## config.mk

```make
export PLATFORM = sky130hd
export DESIGN_NAME = rtc_read_sequencer_flat
export DESIGN_NICKNAME = d
export VERILOG_FILES = /design/src/rtl/rtc_pkg.sv /design/src/rtl/rtc_read_sequencer_if.sv /design/src/rtl/rtc_bcd_check.sv /design/src/rtl/rtc_read_sequencer.sv /design/src/flat_wrapper.sv
export SDC_FILE = /design/constraint.sdc
export NUM_CORES = 1
export LEC_CHECK = 0
export CAP_MARGIN = 20
export CORE_ASPECT_RATIO = 1.2
export CORE_MARGIN = 2
export CORE_UTILIZATION = 30
export CTS_CLUSTER_DIAMETER = 120
export CTS_CLUSTER_SIZE = 24
export DETAILED_ROUTE_END_ITERATION = 8
export HOLD_SLACK_MARGIN = 0.06
export PLACE_DENSITY = 0.69
export SLEW_MARGIN = 20
export SYNTH_ARGS = -nofsm -noshare
export SYNTH_HDL_FRONTEND = slang
export SYNTH_SLANG_ARGS = --single-unit
```

## constraint.sdc

```tcl
create_clock -name clk -period 4.4 [get_ports clk]
set_clock_uncertainty 0.1 [all_clocks]
set_input_delay 0.88 -clock clk [delete_from_list [all_inputs] [get_ports clk]]
set_output_delay 0.88 -clock clk [all_outputs]
set_load 0.005 [all_outputs]
```

## src/rtl/rtc_pkg.sv

```systemverilog
// Shared definitions for the RTC read sequencer: FSM state encoding,
// default bus command constants and the index-width helper.
package rtc_pkg;

    typedef enum logic [1:0] {
        IDLE = 2'd0,
        CMD  = 2'd1,
        READ = 2'd2,
        DONE = 2'd3
    } state_e;

    localparam logic [7:0] RTC_CMD_CLK  = 8'hF1;
    localparam logic [7:0] RTC_CMD_TMR  = 8'hF2;
    localparam logic [7:0] RTC_CMD_DATA = 8'h01;

    // Index counter width; a single-register table still needs one bit.
    function automatic int idx_width(input int n);
        return (n > 1) ? $clog2(n) : 1;
    endfunction

endpackage

```

## src/rtl/rtc_read_sequencer_if.sv

```systemverilog
// Phase handshake between the RTC read sequencer (master) and the RTC bus driver (slave).
interface rtc_read_sequencer_if #(
    parameter int DW = 8
);
    logic          ph_addr;
    logic          ph_data;
    logic          ph_done;
    logic [DW-1:0] rd_data;
    logic [DW-1:0] bus_addr;

    modport master (
        input  ph_addr,
        input  ph_data,
        input  ph_done,
        input  rd_data,
        output bus_addr
    );

    modport slave (
        output ph_addr,
        output ph_data,
        output ph_done,
        output rd_data,
        input  bus_addr
    );
endinterface

```

## src/rtl/rtc_bcd_check.sv

```systemverilog
// Combinational BCD validator: flags any full nibble of data above 9.
// Only compiled when RTC_BCD_CHECK_EN is defined.
`ifdef RTC_BCD_CHECK_EN
module rtc_bcd_check #(
    parameter int DW = 8
) (
    input  logic [DW-1:0] data,
    output logic          bad
);
    localparam int NIB = DW / 4;

    always_comb begin
        bad = 1'b0;
        for (int i = 0; i < NIB; i++) begin
            if (data[i*4 +: 4] > 4'd9) begin
                bad = 1'b1;
            end
        end
    end
endmodule
`endif

```

## src/rtl/rtc_read_sequencer.sv

```systemverilog
// RTC read sequencer: issues a clock/timer transfer command, then reads a programmable
// register list through the phase handshake. Optional sticky BCD check: RTC_BCD_CHECK_EN.
module rtc_read_sequencer
    import rtc_pkg::*;
#(
    parameter int            DW       = 8,
    parameter int            NUM_REGS = 6,
    parameter int            NUM_TMR  = 3,
    parameter logic [DW-1:0] CMD_CLK  = DW'(RTC_CMD_CLK),
    parameter logic [DW-1:0] CMD_TMR  = DW'(RTC_CMD_TMR),
    parameter logic [DW-1:0] CMD_DATA = DW'(RTC_CMD_DATA)
) (
    input  logic                   clk,
    input  logic                   reset,
    input  logic                   start,
    input  logic                   mode_tmr,
    input  logic                   abort,
    rtc_read_sequencer_if.master   bus,
    input  logic [NUM_REGS*DW-1:0] addr_tab,
    output logic                   busy,
    output logic                   done,
`ifdef RTC_BCD_CHECK_EN
    output logic                   bcd_err,
`endif
    output logic [NUM_REGS*DW-1:0] regs_q
);
    localparam int            IW       = idx_width(NUM_REGS);
    localparam logic [IW-1:0] LAST_CLK = IW'(NUM_REGS - 1);
    localparam logic [IW-1:0] LAST_TMR = IW'(NUM_TMR - 1);

    state_e                 state_q, state_d;
    logic                   mode_q, mode_d;
    logic [IW-1:0]          idx_q, idx_d;
    logic                   busy_q, busy_d;
    logic                   done_q, done_d;
    logic [DW-1:0]          bus_addr_q, bus_addr_d;
    logic [NUM_REGS*DW-1:0] reg_file_q, reg_file_d;
    logic [IW-1:0]          last_idx;

`ifdef RTC_BCD_CHECK_EN
    logic bcd_err_q, bcd_err_d;
    logic bcd_bad;

    rtc_bcd_check #(.DW(DW)) u_bcd_check (
        .data (bus.rd_data),
        .bad  (bcd_bad)
    );
`endif

    assign last_idx = mode_q ? LAST_TMR : LAST_CLK;

    always_comb begin
        // NOTE: every _d gets a default first so no path leaves it unassigned (no latch).
        state_d    = state_q;
        mode_d     = mode_q;
        idx_d      = idx_q;
        busy_d     = busy_q;
        done_d     = 1'b0;
        bus_addr_d = bus_addr_q;
        reg_file_d = reg_file_q;
`ifdef RTC_BCD_CHECK_EN
        bcd_err_d  = bcd_err_q;
`endif

        unique case (state_q)
            IDLE: begin
                bus_addr_d = '1;
                if (start) begin
                    state_d = CMD;
                    busy_d  = 1'b1;
                    mode_d  = mode_tmr;
                    idx_d   = '0;
`ifdef RTC_BCD_CHECK_EN
                    bcd_err_d = 1'b0;
`endif
                end
            end
            CMD: begin
                if (bus.ph_addr) begin
                    bus_addr_d = mode_q ? CMD_TMR : CMD_CLK;
                end else if (bus.ph_data) begin
                    bus_addr_d = CMD_DATA;
                end else if (bus.ph_done) begin
                    state_d = READ;
                end
            end
            READ: begin
                if (bus.ph_addr) begin
                    bus_addr_d = addr_tab[idx_q*DW +: DW];
                end else if (bus.ph_data) begin
                    reg_file_d[idx_q*DW +: DW] = bus.rd_data;
`ifdef RTC_BCD_CHECK_EN
                    bcd_err_d = bcd_err_q | bcd_bad;
`endif
                end else if (bus.ph_done) begin
                    if (idx_q == last_idx) begin
                        state_d    = DONE;
                        busy_d     = 1'b0;
                        done_d     = 1'b1;
                        bus_addr_d = '1;
                    end else begin
                        idx_d = idx_q + IW'(1);
                    end
                end
            end
            DONE: begin
                state_d    = IDLE;
                bus_addr_d = '1;
            end
            default: begin
                state_d = IDLE;
            end
        endcase

        // Abort overrides whatever the strobes did this cycle; captured data is kept.
        if (abort && (state_q != IDLE)) begin
            state_d    = IDLE;
            busy_d     = 1'b0;
            done_d     = 1'b0;
            idx_d      = '0;
            bus_addr_d = '1;
            reg_file_d = reg_file_q;
`ifdef RTC_BCD_CHECK_EN
            bcd_err_d  = bcd_err_q;
`endif
        end
    end

    // NOTE: sequential state uses non-blocking assignments so every flop samples pre-edge values.
    always_ff @(posedge clk) begin
        if (reset) begin
            state_q    <= IDLE;
            mode_q     <= 1'b0;
            idx_q      <= '0;
            busy_q     <= 1'b0;
            done_q     <= 1'b0;
            bus_addr_q <= '1;
            // NOTE: the capture array is reset because its contents are visible on regs_q.
            reg_file_q <= '0;
`ifdef RTC_BCD_CHECK_EN
            bcd_err_q  <= 1'b0;
`endif
        end else begin
            state_q    <= state_d;
            mode_q     <= mode_d;
            idx_q      <= idx_d;
            busy_q     <= busy_d;
            done_q     <= done_d;
            bus_addr_q <= bus_addr_d;
            reg_file_q <= reg_file_d;
`ifdef RTC_BCD_CHECK_EN
            bcd_err_q  <= bcd_err_d;
`endif
        end
    end

    assign bus.bus_addr = bus_addr_q;
    assign busy         = busy_q;
    assign done         = done_q;
    assign regs_q       = reg_file_q;
`ifdef RTC_BCD_CHECK_EN
    assign bcd_err      = bcd_err_q;
`endif

endmodule

```

## src/flat_wrapper.sv

```systemverilog
// flat-port wrapper written by rule: the top's interface ports become plain ports
module rtc_read_sequencer_flat import rtc_pkg::*;
#(
    parameter int            DW       = 8,
    parameter int            NUM_REGS = 6,
    parameter int            NUM_TMR  = 3,
    parameter logic [DW-1:0] CMD_CLK  = DW'(RTC_CMD_CLK),
    parameter logic [DW-1:0] CMD_TMR  = DW'(RTC_CMD_TMR),
    parameter logic [DW-1:0] CMD_DATA = DW'(RTC_CMD_DATA)
)
  (clk, reset, start, mode_tmr, abort, addr_tab, busy, done, regs_q, bus_ph_addr, bus_ph_data, bus_ph_done, bus_rd_data, bus_bus_addr);
  rtc_read_sequencer_if #(.DW(DW)) bus_i ();
  input  logic clk;
  input  logic reset;
  input  logic start;
  input  logic mode_tmr;
  input  logic abort;
  input  logic [NUM_REGS*DW-1:0] addr_tab;
  output logic busy;
  output logic done;
  output logic [NUM_REGS*DW-1:0] regs_q;
  input wire logic [$bits(bus_i.ph_addr)-1:0] bus_ph_addr;
  input wire logic [$bits(bus_i.ph_data)-1:0] bus_ph_data;
  input wire logic [$bits(bus_i.ph_done)-1:0] bus_ph_done;
  input wire logic [$bits(bus_i.rd_data)-1:0] bus_rd_data;
  output wire logic [$bits(bus_i.bus_addr)-1:0] bus_bus_addr;
  assign bus_i.ph_addr = bus_ph_addr;
  assign bus_i.ph_data = bus_ph_data;
  assign bus_i.ph_done = bus_ph_done;
  assign bus_i.rd_data = bus_rd_data;
  assign bus_bus_addr = bus_i.bus_addr;
  rtc_read_sequencer #(.DW(DW), .NUM_REGS(NUM_REGS), .NUM_TMR(NUM_TMR), .CMD_CLK(CMD_CLK), .CMD_TMR(CMD_TMR), .CMD_DATA(CMD_DATA)) u_core (.clk(clk), .reset(reset), .start(start), .mode_tmr(mode_tmr), .abort(abort), .bus(bus_i), .addr_tab(addr_tab), .busy(busy), .done(done), .regs_q(regs_q));
endmodule
```

==> results of run 1 <==
[cell type report]
| cell class | count | area, sq um | area share (%) |
|---|---|---|---|
| clock buffers | 13 | 250 | 4.97 |
| clock inverters | 3 | 65.1 | 1.29 |
| inverters | 8 | 30.0 | 0.596 |
| multi-input cells | 295 | 2000 | 39.6 |
| flip-flops and latches | 64 | 1280 | 25.5 |
| well taps | 154 | 193 | 3.83 |
| repair buffers | 122 | 1220 | 24.2 |
[cell usage after synthesis (2+ instances only)]
cell type | instances | area share (%)
a21o_1 | 2 | 0.44
dfxtp_1 | 64 | 38
a221oi_1 | 3 | 0.77
nor2_1 | 29 | 3.2
o22ai_1 | 2 | 0.37
nor3b_1 | 2 | 0.44
and3b_1 | 3 | 0.77
and4_1 | 2 | 0.51
a21oi_1 | 42 | 6.2
nand2b_1 | 6 | 1.1
mux2_2 | 2 | 0.66
o31ai_1 | 8 | 1.8
nand4_1 | 7 | 1.3
mux4_2 | 2 | 1.3
ha_1 | 12 | 4.4
o211ai_1 | 2 | 0.44
nor3_1 | 10 | 1.5
and2_1 | 9 | 1.6
a31oi_1 | 6 | 1.1
buf_2 | 4 | 0.59
nand3_1 | 31 | 4.5
inv_1 | 8 | 0.88
nor2b_1 | 7 | 1.3
nand2_1 | 27 | 3.0
and3_1 | 4 | 0.73
a22o_1 | 6 | 1.5
buf_4 | 4 | 0.88
clkbuf_1 | 15 | 1.6
mux2i_1 | 35 | 10
nand3b_1 | 2 | 0.44
o21ai_0 | 10 | 1.5
or4_1 | 3 | 0.66
[power breakdown]
group,total [W],internal [W],switching [W]
clock network,0.000749,0.000511,0.000238
registers,0.000677,0.000623,0.0000540
logic,0.000563,0.000274,0.000289
[kinds of logic after synthesis]
group,Yosys count,share of synthesized area [%]
AOI/OAI and AO/OA,91,17.0
adders and majority gates,12,4.40
buffers and inverters,31,4.00
DFF,64,37.5
muxes,39,12.2
and+or+nand+nor,153,24.8
[worst paths after layout]
check                     from           endpoint  cells after the start
max            u_core.idx_q[0]  u_core.regs_q[19]                      7
max reg2reg    u_core.idx_q[0]  u_core.regs_q[19]                      7
min reg2reg  u_core.regs_q[34]  u_core.regs_q[34]                      2
min          u_core.regs_q[34]  u_core.regs_q[34]                      2
[worst min-delay path, delay by kind of cell, from the launching register on]
kind	cells	cell delay [ps]
flops	1	310
simple gates	1	50
compound gates	1	50
[through the flow]
step	setup WS [ps]	instances	cell area, sq um	hold WS [ps]	utilization [%]
final	975	659	5030	355	45.4
after floorplan	1850	390	3410	348	-
after detailed placement	1040	643	4720	353	42.6
after CTS	1040	659	5030	358	45.4
after global routing	731	659	5030	369	45.4
after global placement	1200	643	4720	346	42.6
[metal layers]
layer | global-route usage, % | vias up | share of wire (%)
met2 | 30.0 | 136 | 52
met1 | 19.9 | 1585 | 41
li1 | - | 1659 | -
met5 | 0 | - | 0
met4 | 6.00 | 0 | 2.2
met3 | 4.05 | 24 | 5.5
[flip-flops by register name (all words and copies together), names as in the netlist]
register	count
u_core.regs_q	48
u_core.bus.bus_addr	8
u_core.idx_q	3
u_core.state_q	2
u_core.busy	1
u_core.done	1
u_core.mode_q	1
==> qor.csv, run 1 <==
stage,metric,value,unit
run_status,status,"complete, no violations",
logic_synthesis,syn-num-nets,466,
cells_and_area,synthToLayoutAreaGrowth,47.5,%
routing,first_iter_violations,141,
routing,via_count,3404,
sta,setup_viol,0,
floorplan,fp.coreArea,0.0111,sq mm
sta,min_period,3430,ps
grt,grt_pass1_wl,16500,microns
clock_network,cts_setup_buffers,0,
clock_network,holdBufCountCts,0,
grt,grt_start_max_net_pins,51,
power,finalPower,0.00199,W
worst_setup_path,critical_path_class,flip-flop to flip-flop,
grt,antenna_found_initial,0,
sta,slew_headroom,33.8,%
worst_setup_path,r2r_slack,970,ps
worst_setup_path,cp_top_family,flip-flops,
worst_setup_path,crit_top_cell,ha_1,
worst_setup_path,critPathBufInv,1,
worst_setup_path,cpMaxStageDelayCell,dfxtp_2,
run,cap_violations,0,
floorplan,initial_utilization,30.8,%
sta,rsz0062_at_grt,no,
clock_network,ctsResizeCount,0,
clock_network,cts_root_buf,clkbuf_16,
cells_and_area,diodes,0,
routing,route.detailed.drc,0,
worst_setup_path,crit_required,4560,ps
power,p_per_area,395,mW/mm^2
placed_design,dp_hpwl,7950,microns
routing,firstDrtPassIters,4,
sta,tightest_slew,993,ps
logic_synthesis,netlist_area,0.00341,sq mm
cells_and_area,n_fill_cell,1096,
sta,fin_tns_setup,0,ps
worst_setup_path,critPathMaxStageDelay,980,ps
sta,hold_viol,0,
floorplan,dieHeight,121,microns
routing,wl_per_cell,15.8,microns
logic_synthesis,ys.flop_type,dfxtp_1,
floorplan,die-width,101,microns
logic_synthesis,synth-seq-cells,64,
clock_network,clock_latency,320,ps
worst_setup_path,end_kind,flip-flop,
logic_synthesis,synthArstFlopShare,0,%
logic_synthesis,netlist_instances,390,
worst_setup_path,path_cells,"inv_1, ha_1, ha_1, o31a_1, nand4_1, nor3_1, a22o_1",
worst_setup_path,crit_path_max_fanout,41,
logic_synthesis,ys_warn_count,0,
floorplan,rows,42,
power,vdd_drop_max,248,uV
logic_synthesis,ys_seq_area_share,37.5,%
clock_network,cts.sinks,64,
placed_design,gp_congestion,0.795,
sta,fin_crit_sh,77.8,%
cells_and_area,drive_gt1_share,5.54,%
sta,drv_slew,0,
power,p_leak,1.76,nW
worst_setup_path,start_kind,flip-flop,
grt,grt_pass1_vias,3335,
placed_design,io_buffers,121,
routing,drt_wl_total,10400,microns
cells_and_area,nNetsFinal,576,
clock_network,htreeDepth,3,
routing,vias_per_cell,5.17,
sta,max_freq,292,MHz
worst_setup_path,cp.arrival,3580,ps
grt,track_usage,17.0,%
clock_network,cts.path.max_buffers,2,
cells_and_area,layout_common_cells,"clkdlybuf4s50_1 (121), dfxtp_1 (63), a21oi_1 (42)",
clock_network,tritoncts,done,
logic_synthesis,ys_types,53,
routing,ant_nets,0,
logic_synthesis,synth_edf_count,0,
logic_synthesis,syn_avg_cell_area,8.75,sq um
floorplan,dieArea,0.0123,sq mm
clock_network,clk_pin_slew_worst_paths,50,ps
grt,grt_overflow,0,
clock_network,cts_buffers,9,
min_path,hp-class,flip-flop to flip-flop,
floorplan,ioPinCount,122,
cells_and_area,layout_commonest_cell,clkdlybuf4s50_1,
No activity file was read; power rests on OpenSTA's default activity.
==> inputs of run 2 (changes only) <==
--- a/config.mk
+++ b/config.mk
@@ -13,7 +13,7 @@
 export CTS_CLUSTER_SIZE = 24
 export DETAILED_ROUTE_END_ITERATION = 8
 export HOLD_SLACK_MARGIN = 0.06
-export PLACE_DENSITY = 0.69
+export PLACE_DENSITY = 0.72
 export SLEW_MARGIN = 20
 export SYNTH_ARGS = -nofsm -noshare
 export SYNTH_HDL_FRONTEND = slang
==> constraint.sdc (replaced) <==
create_clock -name clk -period 3 [get_ports clk]
set_clock_uncertainty 0.1 [all_clocks]
set_input_delay 0.6 -clock clk [delete_from_list [all_inputs] [get_ports clk]]
set_output_delay 0.6 -clock clk [all_outputs]
set_load 0.005 [all_outputs]
==> qor.csv, run 2 (same netlist as run 1, synthesis figures left out) <==
stage,metric,value,unit,change
min_path,min_from,u_core.regs_q[32],,
floorplan,die-width,101,microns,unchanged
grt,grt_start_max_net_pins,48,,-5.9%
placed_design,io_buffers,121,,unchanged
sta,drv_slew,0,,unchanged
clock_network,cts_buffers,9,,unchanged
routing,first_iter_violations,138,,-2.1%
min_path,min_delay_worst_endpoint,u_core.regs_q[32],,
clock_network,clock_latency,320,ps,about the same
sta,max_freq,380,MHz,+30%
sta,rsz0062_at_grt,no,,
power,p_leak,1.81,nW,+3.1%
routing,route.detailed.drc,0,,unchanged
grt,antenna_found_initial,0,,unchanged
placed_design,gp_congestion,0.849,,+6.9%
min_path,hp-class,flip-flop to flip-flop,,
sta,fin_crit_sh,87.7,%,+9.9 points
routing,wl_per_cell,15.6,microns,-1.5%
worst_setup_path,cp-startpoint,u_core.idx_q[0],,
run_status,status,"complete, no violations",,
floorplan,dieArea,0.0123,sq mm,unchanged
clock_network,tritoncts,done,,
floorplan,initial_utilization,30.8,%,unchanged
clock_network,ctsResizeCount,0,,unchanged
clock_network,cts.sinks,64,,unchanged
min_path,min_path_cells,2,,unchanged
cells_and_area,drive_gt1_share,7.59,%,+2.0 points
floorplan,fp.coreArea,0.0111,sq mm,unchanged
clock_network,htreeDepth,3,,unchanged
sta,fin_tns_setup,0,ps,unchanged
clock_network,cts_root_buf,clkbuf_16,,
sta,hold_viol,0,,unchanged
grt,track_usage,16.7,%,-0.33 points
grt,grt_pass1_wl,16200,microns,-1.8%
cells_and_area,layout_commonest_cell,clkdlybuf4s50_1,,
grt,grt_pass1_vias,3353,,+0.54%
sta,tightest_slew,764,ps,-229 ps
floorplan,ioPinCount,122,,unchanged
worst_setup_path,r2r_cells,7,,unchanged
floorplan,rows,42,,unchanged
cells_and_area,layout_common_cells,"clkdlybuf4s50_1 (121), dfxtp_1 (63), a21oi_1 (42)",,
sta,min_period,2630,ps,-794 ps
cells_and_area,largest_reg_flops,48,,unchanged
worst_setup_path,r2r_start,u_core.idx_q[0],,
worst_setup_path,r2r_slack,370,ps,-610 ps
worst_setup_path,cp.arrival,2800,ps,-780 ps
worst_setup_path,critical_path_class,flip-flop to flip-flop,,
grt,grt_overflow,0,,unchanged
cells_and_area,diodes,0,,unchanged
routing,ant_nets,0,,unchanged
routing,drt_wl_total,10400,microns,-0.12%
clock_network,cts.path.max_buffers,2,,unchanged
routing,vias_per_cell,5.13,,-0.77%
cells_and_area,nNetsFinal,585,,+1.6%
worst_setup_path,start_kind,flip-flop,,
routing,firstDrtPassIters,4,,unchanged
clock_network,clk_pin_slew_worst_paths,50,ps,about the same
worst_setup_path,crit_path_max_fanout,20,,-51%
sta,slew_headroom,48.7,%,+15 points
power,p_per_area,588,mW/mm^2,+49%
floorplan,dieHeight,121,microns,unchanged
worst_setup_path,end_kind,flip-flop,,
clock_network,holdBufCountCts,0,,unchanged
placed_design,placedCellCount,652,,+1.4%
cells_and_area,stdcell_count,668,,+1.4%
power,vdd_drop_max,290,uV,+17%
worst_setup_path,crit_required,3160,ps,-1400 ps
placed_design,dp_hpwl,7930,microns,-0.24%
sta,setup_viol,0,,unchanged
cells_and_area,synthToLayoutAreaGrowth,50.1,%,
clock_network,cts_setup_buffers,0,,unchanged
worst_setup_path,r2r-end,u_core.regs_q[18],,
run,cap_violations,0,,unchanged
routing,via_count,3424,,+0.59%
==> run 2: cell count changes in the layout (fill, tap and decap cells not counted) <==
cell and change:
clkinvlp_4 +1, clkbuf_8 -1, bufinv_16 +1, clkinv_2 +1, buf_4 +9, clkbuf_1 -2
==> run 2: worst max-delay path: stages (launching register included) <==
cell and delay (ps):
dfxtp_2 540, inv_1 140, ha_1 240, ha_1 380
o31a_1 220, and3_1 240, a21oi_1 470, a22o_1 230
==> run 2: how the worst max path moves through the flow <==
stage | end | slack, ps | depth (start not counted)
3_3_place_gp | u_core.idx_q[2] | 450 | 5
6_report | u_core.regs_q[18] | 370 | 7
3_5_place_dp | u_core.regs_q[5] | 410 | 5
5_1_grt | u_core.regs_q[17] | 270 | 8
2_1_floorplan | u_core.regs_q[10] | 450 | 9
4_1_cts | u_core.regs_q[18] | 410 | 8
==> run 2: area by class of cell <==
cell class | instances | area (sq um)
clock buffer | 10 | 229
timing repair buffer | 131 | 1290
multi-input combinational | 295 | 2000
sequential | 64 | 1280
inverter | 8 | 30.0
fill | 1045 | 5960
clock inverter | 6 | 108
tap | 154 | 193
==> run 2: through the flow <==
stage / instance area, sq um / hold WS, ps / utilization (%) / total power [W] / setup slack (ps)
after global placement: 4790 / 343 / 43.2 / 0.00182 / 451
after floorplan: 3410 / 348 / - / 0.00153 / 448
after global routing: 5120 / 379 / 46.2 / 0.00317 / 274
final: 5120 / 356 / 46.2 / 0.00301 / 369
after CTS: 5120 / 360 / 46.2 / 0.00304 / 414
after detailed placement: 4790 / 352 / 43.2 / 0.00184 / 413
==> run 2: power breakdown <==
| part | switching [W] | leakage [nW] | internal [W] | total (W) |
|---|---|---|---|---|
| Clock | 0.000369 | 0.162 | 0.000808 | 0.00118 |
| Sequential | 0.0000577 | 0.518 | 0.000914 | 0.000972 |
| Combinational | 0.000453 | 1.13 | 0.000409 | 0.000861 |
==> run 2: layer usage <==
layer / part of all wire (%) / global-route usage, %
met1: 41 / 19.5
met2: 53 / 30.0
met3: 5.5 / 4.16
met4: 0.87 / 4.31
met5: 0 / 0
